## src/rtl/barker_sync_detector.sv

```systemverilog
// barker_sync_detector: streaming Barker-code correlator with a peak detector
// and a period-tracking lock FSM.
// Stage A registers the sample window and its correlation sum.
// Stage B registers the detection result, FSM state and the output beat.
// Both stages advance together on a single global enable, so backpressure on
// the master side simply freezes the whole pipe.
module barker_sync_detector #(
  parameter int  SAMPLE_W = 4,
  parameter int  CODE_LEN = 13,
  parameter int  THRESH   = 64,
  parameter int  PERIOD   = 13,
  parameter int  MISS_MAX = 3,
  localparam int CORR_W   = SAMPLE_W + $clog2(CODE_LEN + 1)
) (
  input  logic              i_clk,
  input  logic              i_rst,
  input  logic [SAMPLE_W-1:0] s_axis_tdata,
  input  logic              s_axis_tvalid,
  input  logic              s_axis_tlast,
  output logic              s_axis_tready,
  output logic [CORR_W-1:0] m_axis_tdata,
  output logic              m_axis_tvalid,
  output logic              m_axis_tlast,
  input  logic              m_axis_tready,
  output logic [2:0]        m_axis_tuser
);

  localparam int STAGES = 2;
  localparam int FILL_W = $clog2(CODE_LEN + 1);
  localparam int CNT_W  = (PERIOD > 1) ? $clog2(PERIOD) : 1;
  localparam int MISS_W = $clog2(MISS_MAX + 1);
  localparam int ABS_W  = CORR_W + 1;

  // Parameter legality is checked at elaboration.
  if (!(CODE_LEN == 7 || CODE_LEN == 11 || CODE_LEN == 13)) begin : g_bad_code_len
    $error("barker_sync_detector: CODE_LEN must be 7, 11 or 13");
  end
  if (PERIOD < 2) begin : g_bad_period
    $error("barker_sync_detector: PERIOD must be >= 2");
  end
  if (MISS_MAX < 1) begin : g_bad_miss_max
    $error("barker_sync_detector: MISS_MAX must be >= 1");
  end

  // Chip table: bit k = 1 means chip k is '+'; chip 0 is transmitted first.
  function automatic logic [CODE_LEN-1:0] barker_code();
    logic [CODE_LEN-1:0] c;
    c = '0;
    case (CODE_LEN)
      7:       c = CODE_LEN'(7'b0100111);
      11:      c = CODE_LEN'(11'b01001000111);
      13:      c = CODE_LEN'(13'b1010110011111);
      default: c = '0;
    endcase
    return c;
  endfunction

  localparam logic [CODE_LEN-1:0] CODE = barker_code();

  function automatic logic signed [CORR_W-1:0] sext(input logic [SAMPLE_W-1:0] s);
    return {{(CORR_W - SAMPLE_W){s[SAMPLE_W-1]}}, s};
  endfunction

  typedef enum logic {SEARCH, LOCKED} state_t;

  // Stage A payload: correlation of the window including this beat, its tlast,
  // and whether the window was full when it was evaluated.
  typedef struct packed {
    logic signed [CORR_W-1:0] corr;
    logic                     last;
    logic                     full;
  } stage_a_t;

  logic [STAGES:1] vld_pipe_q;
  logic            en;
  logic            accept;

  logic [CODE_LEN-1:0][SAMPLE_W-1:0] win_q, win_d, win_shift;
  logic [FILL_W-1:0]                 fill_q, fill_d, fill_inc;
  logic signed [CORR_W-1:0]          corr_new;
  stage_a_t                          a_q, a_d;

  state_t             state_q;
  logic [CNT_W-1:0]   cnt_q;
  logic [MISS_W-1:0]  miss_q, miss_inc;
  logic [CORR_W-1:0]  tdata_q;
  logic [2:0]         tuser_q;
  logic               tlast_q;

  logic signed [ABS_W-1:0] corr_ext, abs_b;
  logic                    neg_b, raw_b, slot_b, hit_b;

  // One enable for the whole pipe: move whenever the output slot is free or drained.
  assign en            = !vld_pipe_q[STAGES] | m_axis_tready;
  assign s_axis_tready = en & ~i_rst;
  assign accept        = s_axis_tvalid & s_axis_tready;

  // Window shifts in the new sample at the top; oldest sample falls out of slot 0.
  assign win_shift = {s_axis_tdata, win_q[CODE_LEN-1:1]};
  assign fill_inc  = (fill_q == FILL_W'(CODE_LEN)) ? fill_q : fill_q + FILL_W'(1);

  // Exact correlation of the post-shift window against the chip table.
  always_comb begin
    corr_new = '0;
    for (int k = 0; k < CODE_LEN; k++) begin
      if (CODE[k]) corr_new = corr_new + sext(win_shift[k]);
      else         corr_new = corr_new - sext(win_shift[k]);
    end
  end

  // Next window/fill: a tlast beat is evaluated normally, then the window empties.
  always_comb begin
    win_d  = win_q;
    fill_d = fill_q;
    a_d    = a_q;
    if (accept) begin
      win_d   = s_axis_tlast ? '0 : win_shift;
      fill_d  = s_axis_tlast ? '0 : fill_inc;
      a_d.corr = corr_new;
      a_d.last = s_axis_tlast;
      a_d.full = (fill_inc == FILL_W'(CODE_LEN));
    end
  end

  // Valid shift register; bubbles move forward like beats do.
  always_ff @(posedge i_clk) begin
    if (i_rst)   vld_pipe_q <= '0;
    else if (en) vld_pipe_q <= {vld_pipe_q[STAGES-1:1], accept};
  end

  // Stage A state: window, fill count and the evaluated beat.
  always_ff @(posedge i_clk) begin
    if (i_rst) begin
      win_q  <= '0;
      fill_q <= '0;
      a_q    <= '0;
    end else if (en) begin
      win_q  <= win_d;
      fill_q <= fill_d;
      a_q    <= a_d;
    end
  end

  // Stage B detection terms; |corr| widened by one bit so the most negative value fits.
  assign corr_ext = {a_q.corr[CORR_W-1], a_q.corr};
  assign neg_b    = a_q.corr[CORR_W-1];
  assign abs_b    = neg_b ? -corr_ext : corr_ext;
  assign raw_b    = vld_pipe_q[1] & a_q.full & (int'(abs_b) >= THRESH);
  assign slot_b   = (cnt_q == CNT_W'(PERIOD - 1));
  assign hit_b    = raw_b & slot_b;
  assign miss_inc = miss_q + MISS_W'(1);

  // Lock FSM and registered output beat; only real beats advance the FSM.
  always_ff @(posedge i_clk) begin
    if (i_rst) begin
      state_q <= SEARCH;
      cnt_q   <= '0;
      miss_q  <= '0;
      tdata_q <= '0;
      tuser_q <= '0;
      tlast_q <= 1'b0;
    end else if (en && vld_pipe_q[1]) begin
      tdata_q <= a_q.corr;
      tlast_q <= a_q.last;
      case (state_q)
        SEARCH: begin
          tuser_q <= {raw_b & neg_b, raw_b, raw_b};
          if (raw_b) begin
            state_q <= LOCKED;
            cnt_q   <= '0;
            miss_q  <= '0;
          end
        end
        LOCKED: begin
          // Only the expected slot is flagged; off-slot sidelobes are ignored.
          tuser_q <= {hit_b & neg_b, 1'b1, hit_b};
          cnt_q   <= slot_b ? '0 : cnt_q + CNT_W'(1);
          if (slot_b) begin
            if (raw_b) begin
              miss_q <= '0;
            end else if (miss_inc == MISS_W'(MISS_MAX)) begin
              state_q <= SEARCH;
              miss_q  <= '0;
            end else begin
              miss_q <= miss_inc;
            end
          end
        end
        default: state_q <= SEARCH;
      endcase
      // End of packet wins over any hit or lock decided on the same beat.
      if (a_q.last) begin
        state_q <= SEARCH;
        cnt_q   <= '0;
        miss_q  <= '0;
      end
    end
  end

  assign m_axis_tvalid = vld_pipe_q[STAGES];
  assign m_axis_tdata  = tdata_q;
  assign m_axis_tuser  = tuser_q;
  assign m_axis_tlast  = tlast_q;

endmodule

```

## config.mk

```make
export PLATFORM = sky130hd
export DESIGN_NAME = barker_sync_detector
export DESIGN_NICKNAME = d
export VERILOG_FILES = /design/src/rtl/barker_sync_detector.sv
export SDC_FILE = /design/constraint.sdc
export NUM_CORES = 1
export LEC_CHECK = 0
export BUFFER_PORTS_ARGS = -buffer_cell sky130_fd_sc_hd__buf_2
export CORE_ASPECT_RATIO = 0.6
export CORE_MARGIN = 4
export CORE_UTILIZATION = 50
export CTS_CLUSTER_DIAMETER = 100
export CTS_CLUSTER_SIZE = 10
export DETAILED_ROUTE_END_ITERATION = 12
export PLACE_DENSITY = 0.72
export SLEW_MARGIN = 20
export SYNTH_ARGS = -nofsm -noshare
export SYNTH_HDL_FRONTEND = slang
export SYNTH_SLANG_ARGS = --single-unit
```

## constraint.sdc

```tcl
create_clock -name i_clk -period 4.45 [get_ports i_clk]
set_clock_uncertainty 0.1 [all_clocks]
set_input_delay 0 -clock i_clk [delete_from_list [all_inputs] [get_ports i_clk]]
set_output_delay 0 -clock i_clk [all_outputs]
set_load 0.05 [all_outputs]
```

# Word level (Yosys, flattened, before mapping)
# Index checks and enable logic that the tools add are counted.
[classes]
add_sub_neg = 16
magnitude_cmp = 1
n_eq_ne = 6
mux = 21
bitwise = 10
reduce_logical = 5
[ops]
columns = ["cell", "n"]
rows = [
  ["$mux W52", 1],
  ["$add A8 B4 Y8", 4],
  ["$sub A8 B4 Y8", 4],
  ["$mux W4", 5],
  ["$eq A4 B4 Y1 const B", 3],
  ["$mux W2", 5],
  ["$ge A9 B8 Y1 const B", 1],
  ["$mux W9", 1],
  ["$neg A8 Y9", 1],
  ["$add A4 B1 Y4 const B", 2],
  ["$add A7 B4 Y8", 1],
  ["$pmux W4 S2", 1],
  ["$add A6 B4 Y7", 1],
  ["$and A1 B1 Y1", 7],
  ["$add A5 B4 Y6", 1],
  ["$pmux W3 S2", 1],
  ["$add A4 B4 Y5", 1],
  ["$mux W1", 5],
  ["$pmux W2 S2", 1],
  ["$reduce_and A2 Y1", 2],
  ["$ne A3 B2 Y1 const B", 1],
  ["$ne A3 B3 Y1 const B", 1],
  ["$reduce_and A3 Y1", 1],
  ["$add A2 B1 Y2 const B", 1],
  ["other kinds (6)", 7],
]
[totals]
regBits = 83
input_bits = 9
output_inout_bits = 14
elab_cells = 82

# Longest topological paths before layout
[logic_depth]
depth_word = 12
ltp_mapped = 18
depth_no_buf = 18

# Worst setup path after synthesis
# Ideal clock, no wire load.
[synth_path]
path_kind = "register -> register"
start = "reg win_q[27] (netlist name)"
end = "reg a_q[9] (netlist name)"
setup_time_ns = 0.131
t_arrival_ns = 4.190
t_required_ns = 4.219
path_slack_ns = 0.029
stages_incl_launch_ff = 17
path_buffers = 0
period_less_slack_ns = 4.421
cell_sequence = "dfxtp_1 inv_1 fa_1 inv_1 fa_1 inv_1 fa_1 fa_1 inv_1 fa_1 inv_1 ha_1 o21ai_0 o21bai_1 a21oi_1 xnor2_1 o21ai_0"
[synth_between]
elab_chain_cells = 8
[synth_rtl]
columns = ["element", "line_no", "source"]
rows = [
  ["start, declared", "78", "logic [CODE_LEN-1:0][SAMPLE_W-1:0] win_q, win_d, win_shift;"],
  ["start signal, assigned", "138", "win_q <= win_d;"],
  ["$sub A8 B4 Y8 (2 in a row)", "107", "else corr_new = corr_new - sext(win_shift[k]);"],
  ["$add A8 B4 Y8 (2 in a row)", "106", "if (CODE[k]) corr_new = corr_new + sext(win_shift[k]);"],
  ["$sub A8 B4 Y8", "107", ""],
  ["$add A8 B4 Y8", "106", ""],
  ["$sub A8 B4 Y8", "107", ""],
  ["$add A8 B4 Y8", "106", ""],
  ["end signal, assigned", "136", "a_q <= '0;"],
  ["end signal, assigned", "140", "a_q <= a_d;"],
  ["end, declared", "81", "stage_a_t a_q, a_d;"],
]
# No other way between the ends.
# A chain may end at the register's enable or synchronous reset.

# Worst setup path in the final report
[layout_path]
start = "reg win_q[27] (netlist name)"
end = "reg a_q[8] (netlist name)"
# The elaborated chain is that of the path after synthesis.

==> reports/qor.tcl <==
set qor(status) {finished, final reports clean}
set qor(wire_per_inst_um) 14.3
set qor(clock-sinks) 83
set qor(synth_edf_count) 0
set qor(ctsHtreeMaxLevel) 3
set qor(timing.critical_path.slowest_cell_delay_ps) 540
set qor(cp_cell_sequence) {inv_2, fa_1, buf_4, fa_1, fa_1, fa_1, inv_1, fa_1, buf_4, fa_2, inv_1, a21o_1, a21oi_2, xor2_1, o21ai_1}
set qor(initial_utilization_pct) 52.4
set qor(max-slew-margin-rel_pct) 41.9
set qor(critical_path.endpoint_type) {flop}
set qor(track_usage_pct) 19.0
set qor(tightestPinTransition_ps) 871
set qor(critical_path_required_ps) 4550
set qor(grt_first_pass_wirelength_mm) 17.6
set qor(drc) 0
set qor(areaGrowthSynthToFinish_pct) 14.3
set qor(finish.utilization_pct) 59.9
set qor(seq_area_frac_synth_pct) 33.7
set qor(vias) 3648
set qor(number_of_antenna_violations_at_the_first_check_in_global_routing) 0
set qor(synth-compound-area-share_pct) 12.4
set qor(critical_path_arrival_ps) 4420
set qor(holdPathStages) 4
set qor(netlist_instances) 561
set qor(core_region_area_um2) 9390
set qor(synth-warning-count) 0
set qor(buffer_ports.inserted) 22
set qor(mostFrequentLayoutCells) {83 x sky130_fd_sc_hd__inv_1, 83 x sky130_fd_sc_hd__nand2_1, 74 x sky130_fd_sc_hd__dfxtp_1}
set qor(total_leakage_power_nw) 2.12
set qor(finalPower_mw) 1.89
set qor(critical-path-slowest-cell) {sky130_fd_sc_hd__fa_1}
set qor(clock_pin_transition_on_the_worst_setup_and_hold_timing_paths_ps) 60
set qor(placementRows) 27
set qor(critical-path-top-delay-family) {adder cells}
set qor(numCtsBuffers) 9
set qor(vdd.ir_drop.worst_uv) 211
set qor(hold_path.class) {input pin to flop}
set qor(rr_endpoint) {a_q[8]}
set qor(cell_area_after_synthesis_um2) 4920
set qor(min_period_ps) 4320
set qor(grt_setup_unrepaired) {true}
set qor(cp_common_cell) {sky130_fd_sc_hd__fa_1}
set qor(boundaryPins) 23
set qor(rr_worst_depth) 15
set qor(max_cap_violations) 0
set qor(fill_cells) 820
set qor(crit_fanout) 2
set qor(hold_path_end) {win_q[50]}
set qor(regArea_um2) 1670
set qor(final_nets) 659
set qor(post_synth_fa_ha_maj_area_fraction_pct) 24.8
set qor(cts_root_buffer) {sky130_fd_sc_hd__clkbuf_16}
set qor(worstSetupStartpointType) {flop}
set qor(synth_cell_type_count) 39
set qor(die_w_um) 136
set qor(synth.area.mux_share_pct) 0.203
set qor(multiInputGateArea_um2) 2910
set qor(layout_worst_path_cycle_share_pct) 97.1
set qor(dominantRegCellSynth) {sky130_fd_sc_hd__dfxtp_1}
set qor(powerDensity_nw_per_um2) 337
set qor(dp.final_hpwl_mm) 6.94
set qor(ys_async_sr_fraction_pct) 0
set qor(synth_top_family_by_area) {adder cells}
set qor(worstSkewPairLatency_ps) 340
set qor(avgSynthCellArea_um2) 8.78
set qor(drt_first_pass_iters) 5
set qor(critical_path_buf_inv_count) 5
set qor(report.final.hold_viol_count) 0
set qor(setup_slack_of_the_worst_register_to_register_path_ps) 130
set qor(layout.cell_area.non_filler_um2) 5630
set qor(grt_max_degree) 89
set qor(drt-total-wl_mm) 10.3
set qor(n_antenna_cell) 0
set qor(max_clock_freq_mhz) 231
set qor(timing.hold.worst.start) {s_axis_tdata[2]}
set qor(vias_in_the_first_global_route) 3541
set qor(timing.setup.critical_path_class) {flop to flop}
set qor(post_synth_and_or_nand_nor_area_fraction_pct) 18.0
set qor(place_congestion) 0.822
set qor(ant_nets) 0
set qor(detail_route.iter0.violations) 190
set qor(timing.rr.start) {win_q[27]}
set qor(syn-num-nets) 637
set qor(report.final.setup_viol) 0
set qor(post_synth_xor_area_fraction_pct) 1.60
set qor(die_extent_in_y_um) 84.9
set qor(viasPerCell) 5.08
set qor(final_layout_size_suffix_gt1_share_pct) 15.3
set qor(yosys_register_bits) 83
set qor(place_area_um2) 5140
set qor(cts_tree) {done}
set qor(fp.dieArea_um2) 11600
set qor(grt-ovfl-total) 0
set qor(clk_path_buf_depth) 2
set qor(timing.final.max_slew_violations) 0
[cell families after synthesis]
family,after synthesis
XOR/XNOR,9
flip-flops,83
AND/OR/NAND/NOR,174
AO/OA/AOI/OAI,106
adder cells (fa/ha/maj),67
multiplexers,1
buffers and inverters,121
[sequential cells by signal (all words and copies together) (netlist names)]
signal        cells
a_q              10
m_axis_tlast      1
fill_q            4
win_q            48
m_axis_tuser      3
state_q           1
vld_pipe_q        2
cnt_q             4
m_axis_tdata      8
miss_q            2
[cell usage after synthesis (3+ instances only)]
library cell | n | area [um^2]
sky130_fd_sc_hd__a21o_1 | 3 | 22.5
sky130_fd_sc_hd__a21oi_1 | 74 | 370
sky130_fd_sc_hd__buf_1 | 3 | 11.3
sky130_fd_sc_hd__clkbuf_1 | 26 | 97.6
sky130_fd_sc_hd__dfxtp_1 | 83 | 1660
sky130_fd_sc_hd__fa_1 | 51 | 1020
sky130_fd_sc_hd__ha_1 | 16 | 200
sky130_fd_sc_hd__inv_1 | 92 | 345
sky130_fd_sc_hd__nand2_1 | 83 | 312
sky130_fd_sc_hd__nand2b_1 | 3 | 18.8
sky130_fd_sc_hd__nand3_1 | 4 | 20.0
sky130_fd_sc_hd__nand3b_1 | 26 | 195
sky130_fd_sc_hd__nand4_1 | 3 | 18.8
sky130_fd_sc_hd__nor2_1 | 12 | 45.0
sky130_fd_sc_hd__o21ai_0 | 10 | 50.1
sky130_fd_sc_hd__o31ai_1 | 3 | 22.5
sky130_fd_sc_hd__or3_1 | 31 | 194
sky130_fd_sc_hd__xnor2_1 | 5 | 43.8
sky130_fd_sc_hd__xor2_1 | 4 | 35.0
[power by group]
group,total (mW),switching (mW),internal [mW]
clock,0.704,0.297,0.407
sequential,0.795,0.0255,0.769
combinational,0.396,0.222,0.174
total,1.89,0.545,1.35
[stage by stage]
step	std cells	TNS, ps	setup slack, ps	hold WS [ps]
after floorplan	561	0	29.0	40.5
final	718	0	127	67.5
after global placement	690	-35.3	-35.3	173
after CTS	712	0	4.33	64.5
after global routing	718	-67.1	-45.3	106
after detailed placement	690	-237	-110	186
[layout make-up]
class | instances | area share (%)
Tap cell | 130 | 2.89
Clock buffer | 12 | 4.56
Sequential cell | 83 | 29.7
Multi-Input combinational cell | 357 | 51.6
Timing Repair Buffer | 40 | 4.62
Inverter | 92 | 6.14
Clock inverter | 4 | 0.445
[metal layers]
metal / vias up / part of all wire (%) / track usage, %
li1: 1845 / - / -
met1: 1737 / 52 / 28.4
met2: 57 / 43 / 27.3
met3: 9 / 4.4 / 5.09
met4: 0 / 1.0 / 4.76
met5: - / 0 / 0
[worst reg2reg max path, delay by kind of cell (launching register included)]
family | cells | cell delay [ps]
adder cells (fa/ha/maj) | 6 | 2840
buffers and inverters | 5 | 500
flip-flops | 1 | 340
AO/OA/AOI/OAI | 3 | 270
XOR/XNOR | 1 | 140
[what timing repair did]
item / 4_1_cts / 5_1_grt
setup endpoints to repair: 3 / 4
hold buffers: 6 / 0
gates resized for setup: 8 / 33
pin swaps: 6 / 34
hold endpoints to repair: 5 / 0
setup buffers: 0 / 6
[worst max path at each step]
stage | from | end | slack (ps) | cells past startpoint
after floorplan | win_q[27] | a_q[9] | 30 | 16
after global placement | win_q[27] | a_q[9] | -40 | 16
after detailed placement | win_q[27] | a_q[9] | -110 | 16
after CTS | win_q[43] | a_q[9] | 4 | 16
after global routing | win_q[27] | a_q[9] | -50 | 15
final | win_q[27] | a_q[8] | 130 | 15
(Power assumes the default switching activity.)
